**config.mk**
```make
export PLATFORM = sky130hd
export DESIGN_NAME = kitchen_timer_core
export DESIGN_NICKNAME = d
export VERILOG_FILES = /design/src/rtl/kitchen_timer_pkg.sv /design/src/rtl/mmss_bcd_counter.sv /design/src/rtl/kitchen_timer_core.sv
export SDC_FILE = /design/constraint.sdc
export NUM_CORES = 1
export LEC_CHECK = 0
export ABC_AREA = 1
export ABC_CLOCK_PERIOD_IN_PS = 4000
export BUFFER_PORTS_ARGS = -buffer_cell sky130_fd_sc_hd__buf_2
export CORE_ASPECT_RATIO = 1.2
export CORE_MARGIN = 1.5
export CORE_UTILIZATION = 59
export DETAILED_ROUTE_END_ITERATION = 16
export GPL_TIMING_DRIVEN = 1
export PLACE_DENSITY = 0.77
export SYNTH_ARGS = -nofsm -noshare
export SYNTH_HDL_FRONTEND = slang
export SYNTH_HIERARCHICAL = 1
export SYNTH_SLANG_ARGS = --single-unit
```
**constraint.sdc**
```tcl
create_clock -name clk -period 4 [get_ports clk]
set_input_delay 0.6 -clock clk [delete_from_list [all_inputs] [get_ports clk]]
set_output_delay 0.6 -clock clk [all_outputs]
set_load 0.005 [all_outputs]
```
**src/rtl/kitchen_timer_pkg.sv**
```systemverilog
// kitchen_timer_pkg: shared state encoding, 7-segment and anode tables for the kitchen timer.
package kitchen_timer_pkg;
  typedef enum logic [1:0] {IDLE, RUN, PAUSED, ALARM} state_t;
  localparam logic [7:0] SEG_BLANK = 8'hFF;
  localparam logic [3:0] AN_OFF = 4'b1111;
  localparam logic [15:0] AN_TABLE = {4'b0111, 4'b1011, 4'b1101, 4'b1110};
  // Active-low {g,f,e,d,c,b,a} patterns, digit 9 in the top slice down to digit 0
  localparam logic [69:0] SEG_TABLE = {7'h10, 7'h00, 7'h78, 7'h02, 7'h12,
                                       7'h19, 7'h30, 7'h24, 7'h79, 7'h40};
  function automatic logic [6:0] seg7(input logic [3:0] d);
    return d > 4'd9 ? SEG_BLANK[6:0] : SEG_TABLE[int'(d) * 7 +: 7];
  endfunction
endpackage

```
**src/rtl/mmss_bcd_counter.sv**
```systemverilog
// mmss_bcd_counter: MM:SS BCD time register with field increments and a one-second decrement.
module mmss_bcd_counter #(
  parameter int MAX_MIN = 99
) (
  input  logic       clk,
  input  logic       reset,
  input  logic       inc_min,
  input  logic       inc_sec,
  input  logic       dec,
  output logic [3:0] m_t,
  output logic [3:0] m_o,
  output logic [3:0] s_t,
  output logic [3:0] s_o,
  output logic       is_zero
);
  localparam logic [3:0] MAX_T = 4'(MAX_MIN / 10);
  localparam logic [3:0] MAX_O = 4'(MAX_MIN % 10);
  assign is_zero = {m_t, m_o, s_t, s_o} == 16'h0000;
  always_ff @(posedge clk or negedge reset)
    if (!reset) {m_t, m_o, s_t, s_o} <= '0;
    else if (inc_min) begin
      if (m_t == MAX_T && m_o == MAX_O) {m_t, m_o} <= '0;
      else if (m_o == 4'd9) begin
        m_t <= m_t + 4'd1;
        m_o <= '0;
      end else m_o <= m_o + 4'd1;
    end else if (inc_sec) begin
      s_o <= s_o == 4'd9 ? 4'd0 : s_o + 4'd1;
      if (s_o == 4'd9) s_t <= s_t == 4'd5 ? 4'd0 : s_t + 4'd1;
    end else if (dec) begin
      // Borrow ripples through each field; never applied at 00:00
      s_o <= s_o == 4'd0 ? 4'd9 : s_o - 4'd1;
      if (s_o == 4'd0) begin
        s_t <= s_t == 4'd0 ? 4'd5 : s_t - 4'd1;
        if (s_t == 4'd0) begin
          m_o <= m_o == 4'd0 ? 4'd9 : m_o - 4'd1;
          if (m_o == 4'd0) m_t <= m_t - 4'd1;
        end
      end
    end
endmodule

```
**src/rtl/kitchen_timer_core.sv**
```systemverilog
// kitchen_timer_core: countdown kitchen timer FSM with prescaler, alarm timeout and multiplexed display.
module kitchen_timer_core
  import kitchen_timer_pkg::*;
#(
  parameter int TICK_DIV   = 50000000,
  parameter int SCAN_DIV   = 50000,
  parameter int ALARM_SECS = 10,
  parameter int MAX_MIN    = 99
) (
  input  logic       clk,
  input  logic       reset,
  input  logic       start,
  input  logic       pause,
  input  logic       increase,
  input  logic       min,
  input  logic       sec,
  output logic [7:0] seg,
  output logic [3:0] AN,
  output logic       running,
  output logic       alarm
);
  localparam int PW = $clog2(TICK_DIV);
  localparam int AW = $clog2(ALARM_SECS + 1);
  localparam int SW = $clog2(SCAN_DIV + 1);
  state_t state, state_n;
  logic [PW-1:0] presc, presc_n, presc_inc;
  logic [AW-1:0] asec, asec_n;
  logic [SW-1:0] scan;
  logic [1:0] idx;
  logic [3:0] m_t, m_o, s_t, s_o, dig;
  logic inc_m, inc_s, dec, tick, is_zero, is_one, scan_wrap;
  mmss_bcd_counter #(.MAX_MIN(MAX_MIN)) u_bcd (
    .clk(clk), .reset(reset), .inc_min(inc_m), .inc_sec(inc_s), .dec(dec),
    .m_t(m_t), .m_o(m_o), .s_t(s_t), .s_o(s_o), .is_zero(is_zero)
  );
  assign tick = presc == PW'(TICK_DIV - 1);
  assign presc_inc = tick ? '0 : presc + 1'b1;
  assign is_one = {m_t, m_o, s_t, s_o} == 16'h0001;
  always_comb begin
    state_n = state;
    presc_n = presc;
    asec_n = asec;
    inc_m = 1'b0;
    inc_s = 1'b0;
    dec = 1'b0;
    case (state)
      IDLE:
        if (start) begin
          if (!is_zero) begin
            state_n = RUN;
            presc_n = '0;
          end
        end else if (increase) begin
          inc_m = min;
          inc_s = sec & ~min;
        end
      RUN:
        if (pause) state_n = PAUSED;
        else begin
          presc_n = presc_inc;
          dec = tick;
          if (tick && is_one) begin
            state_n = ALARM;
            asec_n = '0;
          end
        end
      PAUSED: if (start | pause) state_n = RUN;
      ALARM:
        if (start | pause) begin
          state_n = IDLE;
          presc_n = '0;
        end else begin
          // Prescaler is reused to time the alarm seconds
          presc_n = presc_inc;
          if (tick) begin
            asec_n = asec == AW'(ALARM_SECS - 1) ? '0 : asec + 1'b1;
            if (asec == AW'(ALARM_SECS - 1)) state_n = IDLE;
          end
        end
      default: state_n = IDLE;
    endcase
  end
  always_ff @(posedge clk or negedge reset)
    if (!reset) begin
      state <= IDLE;
      presc <= '0;
      asec <= '0;
      running <= 1'b0;
      alarm <= 1'b0;
    end else begin
      state <= state_n;
      presc <= presc_n;
      asec <= asec_n;
      running <= state_n == RUN;
      alarm <= state_n == ALARM;
    end
  assign scan_wrap = scan == SW'(SCAN_DIV - 1);
  assign dig = idx == 2'd0 ? s_o : idx == 2'd1 ? s_t : idx == 2'd2 ? m_o : m_t;
  always_ff @(posedge clk or negedge reset)
    if (!reset) begin
      scan <= '0;
      idx <= '0;
      seg <= 8'hC0;
      AN <= AN_TABLE[3:0];
    end else begin
      scan <= scan_wrap ? '0 : scan + 1'b1;
      if (scan_wrap) idx <= idx + 2'd1;
      seg <= {idx != 2'd2, seg7(dig)};
      AN <= (state == ALARM && asec[0]) ? AN_OFF : AN_TABLE[{idx, 2'b00} +: 4];
    end
endmodule

```
Yosys cells after proc, flatten, opt, wreduce, memory -nomap -nowiden

Index checks and enable logic that the tools add are counted.

Word-level logic and storage cells: 142
Output and inout bits: 14
Register bits after elaboration: 80

Bitwise gates (word level): 4
Mux-type cells: 61
Multiply operators: 1
Reduce and logical (&&, ||, !) cells: 23
Equality and inequality tests: 25
Magnitude comparators: 1
Add/sub/neg operators: 12
Shift-type cells: 2

Operator list:

| kind                      | count |
|---|---|
| $mux W4                   | 35 |
| $mux W26                  | 5 |
| $pmux W26 S3              | 1 |
| $shiftx A70 B8 Y7 const A | 1 |
| $add A26 B1 Y26 const B   | 1 |
| $eq A26 B26 Y1 const B    | 1 |
| $add A4 B1 Y4 const B     | 5 |
| $add A16 B1 Y16 const B   | 1 |
| $eq A16 B1 Y1 const B     | 1 |
| $eq A16 B16 Y1 const B    | 1 |
| $eq A4 B4 Y1 const B      | 4 |
| $logic_not A16 Y1         | 1 |
| $mux W16                  | 1 |
| $mux W2                   | 8 |
| $ne A2 B2 Y1 const B      | 8 |
| $shiftx A16 B5 Y4 const A | 1 |
| $sub A4 B1 Y4 const B     | 4 |
| $reduce_bool A2 Y1        | 7 |
| $logic_not A4 Y1          | 3 |
| $reduce_and A4 Y1         | 3 |
| $eq A2 B2 Y1 const B      | 4 |
| $mux W1                   | 8 |
| $pmux W2 S4               | 1 |
| $pmux W4 S2               | 1 |
| 17 further kinds          | 23 |

Depth between registers and ports, before layout

Word-level depth: 7
Depth in mapped cells: 14

Hierarchy

Netlist, hierarchy kept.

By module, submodules not included:

| module             | sequential area each (µm²) | cells an instance | instances | area an instance (µm²) |
|---|---|---|---|---|
| kitchen_timer_core | 1607.8                     | 518               | 1         | 3831.2 |
| mmss_bcd_counter   | 400.4                      | 194               | 1         | 1316.3 |

Worst setup path before layout

OpenSTA, ideal clock, no wires.

Path kind: reg2reg
Start point: register idx[0]
End point: register seg[5]
Cell stages (with the launch flop): 10
Arrival time: 1.884 ns
Period minus slack after synthesis: 2.009 ns
Buffers on the path: 0
Data required time: 3.875 ns
Setup slack: 1.991 ns
Library setup time: 0.125 ns
Cell sequence: dfrtp_1 -> inv_1 -> ha_1 -> inv_1 -> o21ai_0 -> inv_1 -> ha_1 -> or2_2 -> nand3_1 -> nand2_1

Cells in the longest elaborated chain, start to end: 7
Elaborated cells on any way between the ends: 10

RTL lines:

| item                   | RTL line                  | source |
|---|---|---|
| from (decl)            | kitchen_timer_core.sv:29  | `logic [1:0] idx;` |
| from (signal assigned) | kitchen_timer_core.sv:107 | `if (scan_wrap) idx <= idx + 2'd1;` |
| $eq A2 B2 Y1           | kitchen_timer_core.sv:98  | `assign dig = idx == 2'd0 ? s_o : idx == 2'd1 ? s_t : idx == 2'd2 ? m_o : m_t;` |
| $mux W4 (2 in series)  | kitchen_timer_core.sv:98  |  |
| $mux W4 (*)            | kitchen_timer_core.sv:98  |  |
| $mul A4 B3 Y7          | kitchen_timer_pkg.sv:11   | `return d > 4'd9 ? SEG_BLANK[6:0] : SEG_TABLE[int'(d) * 7 +: 7];` |
| $shiftx A70 B8 Y7      | kitchen_timer_pkg.sv:11   |  |
| $mux W7 (*)            | kitchen_timer_pkg.sv:11   |  |
| to (signal assigned)   | kitchen_timer_core.sv:108 | `seg <= {idx != 2'd2, seg7(dig)};` |
| to (decl)              | kitchen_timer_core.sv:17  | `output logic [7:0] seg,` |

Every way passes the cells marked *; elsewhere a longest branch is shown, timed or not.
A chain may end at the register's enable or synchronous reset.

Final worst setup path

Start point: register u_bcd.m_o[0]
End point: register presc[6]

Cells in the longest elaborated chain, start to end: 3

RTL lines:

| item                        | RTL line                 | source |
|---|---|---|
| from (decl)                 | mmss_bcd_counter.sv:11   | `output logic [3:0] m_o,` |
| from (signal assigned)      | mmss_bcd_counter.sv:26   | `end else m_o <= m_o + 4'd1;` |
| from (signal assigned)      | mmss_bcd_counter.sv:36   | `m_o <= m_o == 4'd0 ? 4'd9 : m_o - 4'd1;` |
| $logic_not A16 Y1           | mmss_bcd_counter.sv:18   | `assign is_zero = {m_t, m_o, s_t, s_o} == 16'h0000;` |
| via is_zero                 | kitchen_timer_core.sv:31 | `logic inc_m, inc_s, dec, tick, is_zero, is_one, scan_wrap;` |
| $ne A2 B2 Y1 (no line)      | -                        |  |
| $reduce_and A4 Y1 (no line) | -                        |  |
| to (signal assigned)        | kitchen_timer_core.sv:92 | `presc <= presc_n;` |
| to (decl)                   | kitchen_timer_core.sv:26 | `logic [PW-1:0] presc, presc_n, presc_inc;` |

The timed path passes the listed nets, and every way through them passes these cells.

==> impl_metrics.py <==
metrics = {
    "clock_network": {
        "cts_setup_buffers": 0,
        "clk_pin_slew_ps": 90,
        "cts_num_sinks": 80,
        "clk_latency_ps": 370,
        "cts_root_buffer": "clkbuf_8",
        "tritoncts": "done",
        "cts_resized": 0,
        "cts_hold_buf": 0,
        "cts_buffers": 9,
        "clk_path_buf_depth": 2,
        "cts_htree_levels": 3,
    },
    "sta": {
        "setup-violations-final": 0,
        "fin_crit_sh_pct": 64.4,
        "period_needed_ps": 2570,
        "slew_violations": 0,
        "rsz0062_at_grt": "no",
        "clock_skew_ps": 15.2,
        "setup_ws_ps": 1430,
        "slew_headroom_pct": 32.3,
        "tns_ps": 0,
        "hold_viol_final": 0,
        "whs_ps": 343,
        "fmax_mhz": 388,
        "tightestPinTransition_ps": 1010,
    },
    "yosys": {
        "synth-main-ff-cell": "dfrtp_1",
        "synth-seq-area-share_pct": 39.0,
        "ys_types": 39,
        "synth_edf_count": 0,
        "synth.ff_latch_count": 80,
        "yosysWarningCount": 6,
        "synth.top_cell.area_share_pct": 36.5,
        "syn_nets": 742,
        "yosysTopAreaCell": "dfrtp_1",
        "synth.most_common_cell": "nand2_1",
        "syn-instance-count": 712,
        "syn_area_mm2": 0.00515,
        "async_reset_ff_share_pct": 100,
        "synth.area.top_cells": "dfrtp_1, nand2_1, inv_1",
        "synthTopCellsByCount": "nand2_1, inv_1, nor2_1",
        "avgSynthCellArea_um2": 7.23,
    },
    "power_and_ir_drop": {
        "finalPower_mw": 2.84,
        "leakagePower_nw": 2.75,
        "worst_ir_drop_vdd_mv": 0.405,
        "powerDensity_mw_per_mm2": 513,
    },
    "critical_path": {
        "worstPathArrival_ps": 2850,
        "reg2regPathDepth": 12,
        "endpoint_kind": "register",
        "worst_setup_path_start_kind": "register",
        "cp.required_ps": 4270,
        "ff2ff_setup_slack_ps": 1430,
        "crit_path_max_fanout": 22,
        "timing.rr.end": "presc[6]$_DFFE_PN0P_",
        "criticalPathCategory": "reg -> reg",
        "r2r-start": "u_bcd/m_o[0]$_DFFE_PN0P_",
        "endpoint": "presc[6]$_DFFE_PN0P_",
        "crit_start": "u_bcd/m_o[0]$_DFFE_PN0P_",
    },
    "place": {
        "dpl.cell_count": 843,
        "io_buffers": 20,
        "gp_congestion": 0.912,
        "place_hpwl_um": 8130,
        "pre_cts_ws_ps": 1470,
    },
    "finish": {
        "fill_cells": 758,
        "diodes": 0,
        "layout.nets": 767,
        "area_growth_pct": 7.58,
        "final_cells": 859,
        "drive_gt1_share_pct": 12.8,
    },
    "global_route": {
        "grt_max_degree": 81,
        "grt_pass1_wl_um": 18600,
        "grt_usage_pct": 25.3,
        "grt.overflow.total": 0,
        "antenna_found_initial": 0,
        "grt_pass1_vias": 4308,
    },
    "floorplan": {
        "ioPinCount": 21,
        "core-area_mm2": 0.00852,
        "die_w_um": 88.3,
        "die_area_mm2": 0.00930,
        "num_rows": 37,
        "dieHeight_um": 105,
        "initial_core_util_pct": 60.4,
    },
    "status": {
        "status": "complete, no violations",
    },
    "detailed_routing": {
        "via_per_inst": 5.26,
        "drt_first_pass_iters": 5,
        "wirelength_um": 11000,
        "ant_nets": 0,
        "drt_iter0_drc": 291,
        "drc": 0,
        "wire_per_inst_um": 12.8,
        "vias": 4521,
    },
    "job": {
        "drv_cap": 0,
    },
    "hold_path": {
        "hold_class": "in -> async",
    },
}
## report_power, final
group          switching [mW]  internal, mW  total [mW]  leakage (nW)
Sequential              0.167         0.954        1.12          1.04
Combinational           0.753         0.388        1.14          1.61
Clock                   0.327         0.251       0.578        0.0952
## metrics by stage
stage,util (%),area (µm²)
floorplan,-,5150
global placement,62.8,5350
detailed placement,62.8,5350
CTS,65.0,5540
global route,65.0,5540
finish,65.0,5540
## sequential cells by signal, summed over array words and instances (netlist names)
signal and cells:
presc 26, u_bcd/m_t 4, idx 2, scan 16
AN 4, state 2, seg 8, u_bcd/m_o 4
running 1, asec 4, u_bcd/s_t 4, alarm 1
u_bcd/s_o 4
## logic make-up after synthesis
kind of cell    count (synthesis)  share of synthesized area (%)
fa+ha+maj                      23                           5.59
compound gates                 80                           8.61
simple gates                  390                           34.1
flops                          80                           39.0
xor+xnor                       20                           3.40
buf+inv                       119                           9.31
## worst min path at each step
| stage | slack, ps | startpoint | cells after the start | end |
|---|---|---|---|---|
| finish | 340 | reset | 1 | presc[19]$_DFFE_PN0P_ |
| global route | 490 | reset | 1 | presc[18]$_DFFE_PN0P_ |
| CTS | 430 | reset | 1 | u_bcd/s_t[3]$_DFFE_PN0P_ |
| detailed placement | 460 | scan[0]$_DFF_PN0_ | 1 | scan[0]$_DFF_PN0_ |
| global placement | 450 | scan[0]$_DFF_PN0_ | 1 | scan[0]$_DFF_PN0_ |
| floorplan | 300 | reset | 0 | AN[0]$_DFF_PN0_ |
## layer usage
layer  routed length, µm  vias to the layer above  track usage, %  share of wire, %
met5                   0                        -               0                 0
met4                 261                        0            10.9               2.4
met3                 426                       22            4.07               3.9
met2                5650                      110            43.7                51
met1                4670                     2093            30.7                42
li1                    -                     2296               -                 -
## layout make-up
type                    count  area [µm²]  share of cell area [%]
multi-input cells         513        2660                    48.0
flip-flops and latches     80        2010                    36.3
well taps                 117         146                    2.64
clock inverters             6        50.0                   0.904
inverters                 113         433                    7.82
clock buffers              10         138                    2.49
repair buffers             20         103                    1.85
## worst max-delay path, cell delays in order, from the launching register on
cell      delay [ps]
dfrtp_1          460
inv_1            150
ha_1             230
nand3_1          180
inv_1            130
nand4_1           90
nor3_1           250
nand2_1          150
nand2_2          140
nor2_8           100
nand2_4          120
clkinv_2         230
nor3b_1          260
## layout by cell type, fill, tap and decap left out, types with 13 or more instances in the layout
cell type,synthesis,layout
a21oi_1,22,22
buf_2,3,19
ha_1,23,23
inv_1,102,102
o21ai_1,13,13
nand3_1,54,54
dfrtp_1,75,75
xor2_1,17,17
nand4_1,21,21
o21ai_0,33,33
nor2_1,87,87
nor2_2,17,17
nand2_1,179,179
Note: power is estimated with default switching activity, not from simulation.
